--- config.mk ---
export PLATFORM = sky130hd
export DESIGN_NAME = fetch_stream
export DESIGN_NICKNAME = d
export VERILOG_FILES = /design/src/rtl/fetch_pkg.sv /design/src/rtl/fetch_byte_shifter.sv /design/src/rtl/fetch_stream.sv
export SDC_FILE = /design/constraint.sdc
export NUM_CORES = 1
export LEC_CHECK = 0
export CAP_MARGIN = 20
export CORE_MARGIN = 4
export CORE_UTILIZATION = 47
export CTS_BUF_LIST = sky130_fd_sc_hd__clkbuf_8
export CTS_CLUSTER_SIZE = 10
export DETAILED_ROUTE_END_ITERATION = 10
export PLACE_DENSITY = 0.79
export SYNTH_ARGS = -nofsm -noshare
export SYNTH_HDL_FRONTEND = slang
export SYNTH_SLANG_ARGS = --single-unit
export TNS_END_PERCENT = 20
--- constraint.sdc ---
create_clock -name clk -period 6.3 [get_ports clk]
set_input_delay 1.89 -clock clk [delete_from_list [all_inputs] [get_ports clk]]
set_output_delay 1.89 -clock clk [all_outputs]
set_load 0.1 [all_outputs]
--- src/rtl/fetch_pkg.sv ---
// Shared codes, window size and fault-state encoding for the fetch stream.
package fetch_pkg;

   localparam logic [3:0] PREFETCH_PF_FAULT  = 4'd14;
   localparam logic [3:0] PREFETCH_GP_FAULT  = 4'd15;
   localparam int         FETCH_WINDOW_BYTES = 8;

   typedef enum logic [1:0] {
      FLT_NONE = 2'd0,
      FLT_GP   = 2'd1,
      FLT_PF   = 2'd2
   } flt_e;

   function automatic logic code_is_data(input logic [3:0] code);
      return (code >= 4'd1) && (code <= 4'd4);
   endfunction

   // Reserved codes fall back to a GP fault.
   function automatic flt_e code_fault(input logic [3:0] code);
      flt_e f;
      case (code)
         PREFETCH_PF_FAULT: f = FLT_PF;
         PREFETCH_GP_FAULT: f = FLT_GP;
         default:           f = FLT_GP;
      endcase
      return f;
   endfunction

   function automatic logic [31:0] len_mask(input logic [3:0] len);
      logic [31:0] m;
      case (len)
         4'd1:    m = 32'h0000_00FF;
         4'd2:    m = 32'h0000_FFFF;
         4'd3:    m = 32'h00FF_FFFF;
         4'd4:    m = 32'hFFFF_FFFF;
         default: m = 32'h0000_0000;
      endcase
      return m;
   endfunction

endpackage

--- src/rtl/fetch_byte_shifter.sv ---
// Drops c consumed bytes from the window head and merges up to 4 new bytes
// right after the surviving bytes; bytes above the new count are zeroed.
module fetch_byte_shifter
   import fetch_pkg::*;
(
   input  logic [63:0] win_i,
   input  logic [3:0]  cnt_i,
   input  logic [3:0]  c_i,
   input  logic [31:0] ins_i,
   input  logic [3:0]  ins_len_i,
   output logic [63:0] win_o,
   output logic [3:0]  cnt_o
);

   logic [63:0] shifted_s;
   logic [3:0]  base_s;

   // c_i never exceeds cnt_i, so base_s cannot wrap.
   assign shifted_s = win_i >> {c_i, 3'b000};
   assign base_s    = cnt_i - c_i;
   assign cnt_o     = base_s + ins_len_i;

   // Per-byte select: surviving byte, inserted byte, or zero.
   always_comb begin
      logic [3:0] rel;
      rel   = 4'd0;
      win_o = 64'd0;
      for (int i = 0; i < FETCH_WINDOW_BYTES; i++) begin
         rel = 4'(i) - base_s;
         if (4'(i) < base_s) begin
            win_o[i*8 +: 8] = shifted_s[i*8 +: 8];
         end else if (rel < ins_len_i) begin
            win_o[i*8 +: 8] = ins_i[{rel[1:0], 3'b000} +: 8];
         end else begin
            win_o[i*8 +: 8] = 8'd0;
         end
      end
   end

endmodule

--- src/rtl/fetch_stream.sv ---
// Prefetch FIFO consumer building the decoder's 8-byte instruction window.
// Optional same-cycle bypass of popped bytes: define FETCH_BYPASS_EN.
module fetch_stream
   import fetch_pkg::*;
#(
   parameter int WINDOW_BYTES = 8
) (
   input  logic        clk,
   input  logic        rst,
   input  logic        pr_reset,
   input  logic        prefetchfifo_accept_empty,
   input  logic [67:0] prefetchfifo_accept_data,
   output logic        prefetchfifo_accept_do,
   input  logic [3:0]  dec_acceptable,
   output logic [63:0] fetch,
   output logic [3:0]  fetch_valid,
   output logic        fetch_limit,
   output logic        fetch_page_fault
);

   // A pop is allowed only while a full 4-byte entry still fits.
   localparam logic [3:0] POP_MAX_CNT = 4'(WINDOW_BYTES - 4);

   logic [63:0] buf_q, buf_d;
   logic [3:0]  cnt_q, cnt_d;
   flt_e        flt_q, flt_d;
   logic        limit_q, pf_q;

   logic [3:0]  code_s;
   logic        is_data_s;
   logic        pop_s;
   logic [3:0]  len_s;
   logic [63:0] view_win_s;
   logic [3:0]  view_cnt_s;
   logic [3:0]  sh_len_s;
   logic [3:0]  cons_s;
   logic [63:0] nxt_win_s;
   logic [3:0]  nxt_cnt_s;
   logic        unused_s;

   assign code_s    = prefetchfifo_accept_data[67:64];
   assign is_data_s = code_is_data(code_s);
   assign pop_s     = ~rst & ~prefetchfifo_accept_empty & ~pr_reset &
                      (flt_q == FLT_NONE) & (cnt_q <= POP_MAX_CNT);
   assign len_s     = (pop_s & is_data_s) ? code_s : 4'd0;
   assign unused_s  = ^prefetchfifo_accept_data[63:32];

`ifdef FETCH_BYPASS_EN
   // Bytes above cnt_q are kept zero, so OR-merging the new entry is safe.
   assign view_win_s = buf_q |
      ({32'd0, prefetchfifo_accept_data[31:0] & len_mask(len_s)} << {cnt_q, 3'b000});
   assign view_cnt_s = cnt_q + len_s;
   assign sh_len_s   = 4'd0;
`else
   assign view_win_s = buf_q;
   assign view_cnt_s = cnt_q;
   assign sh_len_s   = len_s;
`endif

   assign cons_s = (dec_acceptable > view_cnt_s) ? view_cnt_s : dec_acceptable;

   fetch_byte_shifter u_shifter (
      .win_i     (view_win_s),
      .cnt_i     (view_cnt_s),
      .c_i       (cons_s),
      .ins_i     (prefetchfifo_accept_data[31:0]),
      .ins_len_i (sh_len_s),
      .win_o     (nxt_win_s),
      .cnt_o     (nxt_cnt_s)
   );

   // Next window state, fault latch and flush.
   always_comb begin
      buf_d = nxt_win_s;
      cnt_d = nxt_cnt_s;
      flt_d = flt_q;
      if (pr_reset) begin
         buf_d = 64'd0;
         cnt_d = 4'd0;
         flt_d = FLT_NONE;
      end else if (pop_s && !is_data_s) begin
         flt_d = code_fault(code_s);
      end else begin
         flt_d = flt_q;
      end
   end

   // State registers; fault flags are registered from next state.
   always_ff @(posedge clk or posedge rst) begin
      if (rst) begin
         buf_q   <= 64'd0;
         cnt_q   <= 4'd0;
         flt_q   <= FLT_NONE;
         limit_q <= 1'b0;
         pf_q    <= 1'b0;
      end else begin
         buf_q   <= buf_d;
         cnt_q   <= cnt_d;
         flt_q   <= flt_d;
         limit_q <= (flt_d == FLT_GP) && (cnt_d == 4'd0);
         pf_q    <= (flt_d == FLT_PF) && (cnt_d == 4'd0);
      end
   end

   assign prefetchfifo_accept_do = pop_s;
   assign fetch                  = view_win_s;
   assign fetch_valid            = view_cnt_s;
   assign fetch_limit            = limit_q;
   assign fetch_page_fault       = pf_q;

endmodule

==> results.json <==
{
  "outcome": "finished clean",
  "endpoint_kind": "register",
  "ctsResizeCount": 0,
  "drive_gt1_frac": 0.172,
  "synth_area_per_cell_um2": 9.13,
  "area_growth_pct": 30.8,
  "gp_congestion": 0.924,
  "ios": 147,
  "synth-seq-cells": 72,
  "synth_cells": 673,
  "htree_levels": 3,
  "ctsHoldBuffers": 0,
  "path_clk_slew_ns": 0.08,
  "critPathMaxFanout": 7,
  "critPathLaunchType": "input port",
  "cts_made_buffers": 9,
  "fin_crit_ns": 6.02,
  "dieArea_mm2": 0.0150,
  "cap_violations": 0,
  "hold_ws_ns": 0.480,
  "synthArstFlopShare": 1.00,
  "syn-cell-area_mm2": 0.00614,
  "grt_pass1_wl_um": 34000,
  "cp.arrival_ns": 6.32,
  "reg2reg_slack_ns": 1.49,
  "post-route-drc-count": 0,
  "fin_cells": 991,
  "cts_tree": "built",
  "slew_viol_final": 0,
  "hpwl_um": 16800,
  "ant_nets": 0,
  "drt_first_pass_iters": 5,
  "clockRootBuffer": "clkbuf_8",
  "place_inst": 975,
  "yosysWarnings": 0,
  "numPortBuffers": 114,
  "worstMarginPinSlew_ns": 0.982,
  "overflow": 0,
  "relSlewSlack": 0.343,
  "timing.fmax_ghz": 0.166,
  "rsz0062_at_grt": "false",
  "rows": 41,
  "final_cell_mix": "113 x clkdlybuf4s50_1, 72 x dfrtp_1, 62 x nand2_1, 49 x buf_4, 48 x a21oi_1",
  "via_per_inst": 6.26,
  "antenna_found_initial": 0,
  "fin_nets": 926,
  "synth-edff-count": 0,
  "crit_required_ns": 6.61,
  "dieHeight_um": 122,
  "finalHoldViolations": 0,
  "finClkSkew_ns": 0.00905,
  "grt_max_degree": 44,
  "vias": 6199,
  "chipWidth_um": 122,
  "cts.sinks": 72,
  "start_util": 0.483,
  "tns_ns": 0,
  "cts_setup_buffers": 0,
  "dr.first_iter.drc_count": 917,
  "synth_cell_types": 65,
  "layout_commonest_cell": "clkdlybuf4s50_1",
  "setup_viol": 0,
  "clock_latency_ns": 0.37,
  "wirelength_um": 21600,
  "wl_per_cell_um": 21.8,
  "finalCritPeriodShare": 0.955,
  "grt_util_all_layers": 0.294,
  "synthFlopType": "dfrtp_1",
  "diodes": 0,
  "clockBufferDepth": 2,
  "ys_seq_area_frac": 0.293,
  "criticalPathCategory": "input port to register",
  "core_mm2": 0.0127,
  "grt_pass1_vias": 6067,
  "hold_class": "register to register"
}
[final timing paths]
| path | endpoint | depth (start not counted) | from |
|---|---|---|---|
| worst max register to register | fetch[6] | 20 | fetch_valid[1] |
| worst min-delay path | fetch_limit | 1 | flt_q[1] |
| worst max-delay path | fetch[6] | 19 | dec_acceptable[3] |
| max in group asynchronous | fetch[46] | 3 | rst |
| min in group asynchronous | fetch_page_fault | 2 | rst |
| worst min register to register | fetch_limit | 1 | flt_q[1] |
[cell usage after synthesis (11+ instances only)]
cell,instances,share of area
a211oi_1,24,0.029
a21o_1,11,0.013
a21oi_1,49,0.040
a2bb2oi_1,14,0.020
and3_1,19,0.019
clkbuf_1,24,0.015
dfrtp_1,72,0.29
ha_1,34,0.069
inv_1,30,0.018
mux2i_1,37,0.060
mux4_2,18,0.066
nand2_1,62,0.038
nand3_1,24,0.020
nor2_1,44,0.027
o21ai_0,47,0.038
xnor2_1,13,0.019
[critical path, stage by stage]
cell and delay [ns]:
clkdlybuf4s50_1 0.48, ha_1 0.37, a21o_1 0.22, o21ai_2 0.17, mux2_2 0.37, inv_1 0.09, ha_1 0.25, nand2_1 0.09
o2bb2ai_1 0.07, a211oi_1 0.25, buf_4 0.17, a31oi_4 0.05, xnor2_4 0.21, inv_1 0.08, ha_1 0.27, a221oi_2 0.44
nand2_1 0.31, a21oi_1 0.31, o221a_2 0.23
[metal layers]
metal,vias up,GRT usage,share of wire,wire (um)
li1,2828,-,-,-
met5,-,0,0,0
met4,0,0.0630,0.010,219
met1,2965,0.447,0.44,9570
met3,19,0.0571,0.11,2290
met2,387,0.434,0.44,9530
[area by class of cell]
| class | instances | area, um2 |
|---|---|---|
| tap | 172 | 215 |
| sequential | 72 | 1800 |
| inverter | 31 | 116 |
| multi-input combinational | 536 | 4150 |
| clock inverter | 5 | 63.8 |
| timing repair buffer | 164 | 1540 |
| clock buffer | 11 | 151 |
| fill | 1140 | 4690 |
[kinds of logic (layout without fill, tap and decap cells)]
| family | count (synthesis) | count (layout) | share of synthesized area |
|---|---|---|---|
| multiplexers | 65 | 65 | 0.145 |
| adder cells (fa/ha/maj) | 36 | 36 | 0.0757 |
| flip-flops | 72 | 72 | 0.293 |
| AO/OA/AOI/OAI | 238 | 238 | 0.277 |
| buffers and inverters | 72 | 211 | 0.0499 |
| other | 1 | 8 | 0.000610 |
| AND/OR/NAND/NOR | 173 | 173 | 0.133 |
| XOR/XNOR | 16 | 16 | 0.0259 |
[sequential cells by signal, summed over array words and instances, names as in the netlist]
signal            flops
fetch                64
fetch_limit           1
fetch_page_fault      1
fetch_valid           4
flt_q                 2
[through the flow]
step	worst slack, ns	util	area [um2]
after floorplan	0.0208	-	6260
after global placement	0.0917	0.615	7820
after detailed placement	-0.000568	0.615	7820
after CTS	0.329	0.632	8040
after global routing	0.0185	0.632	8040
final	0.281	0.632	8040
Power is left out: the tool's default activity adds up to more than one toggle a clock period on the data nets, which glitch-free logic cannot reach.
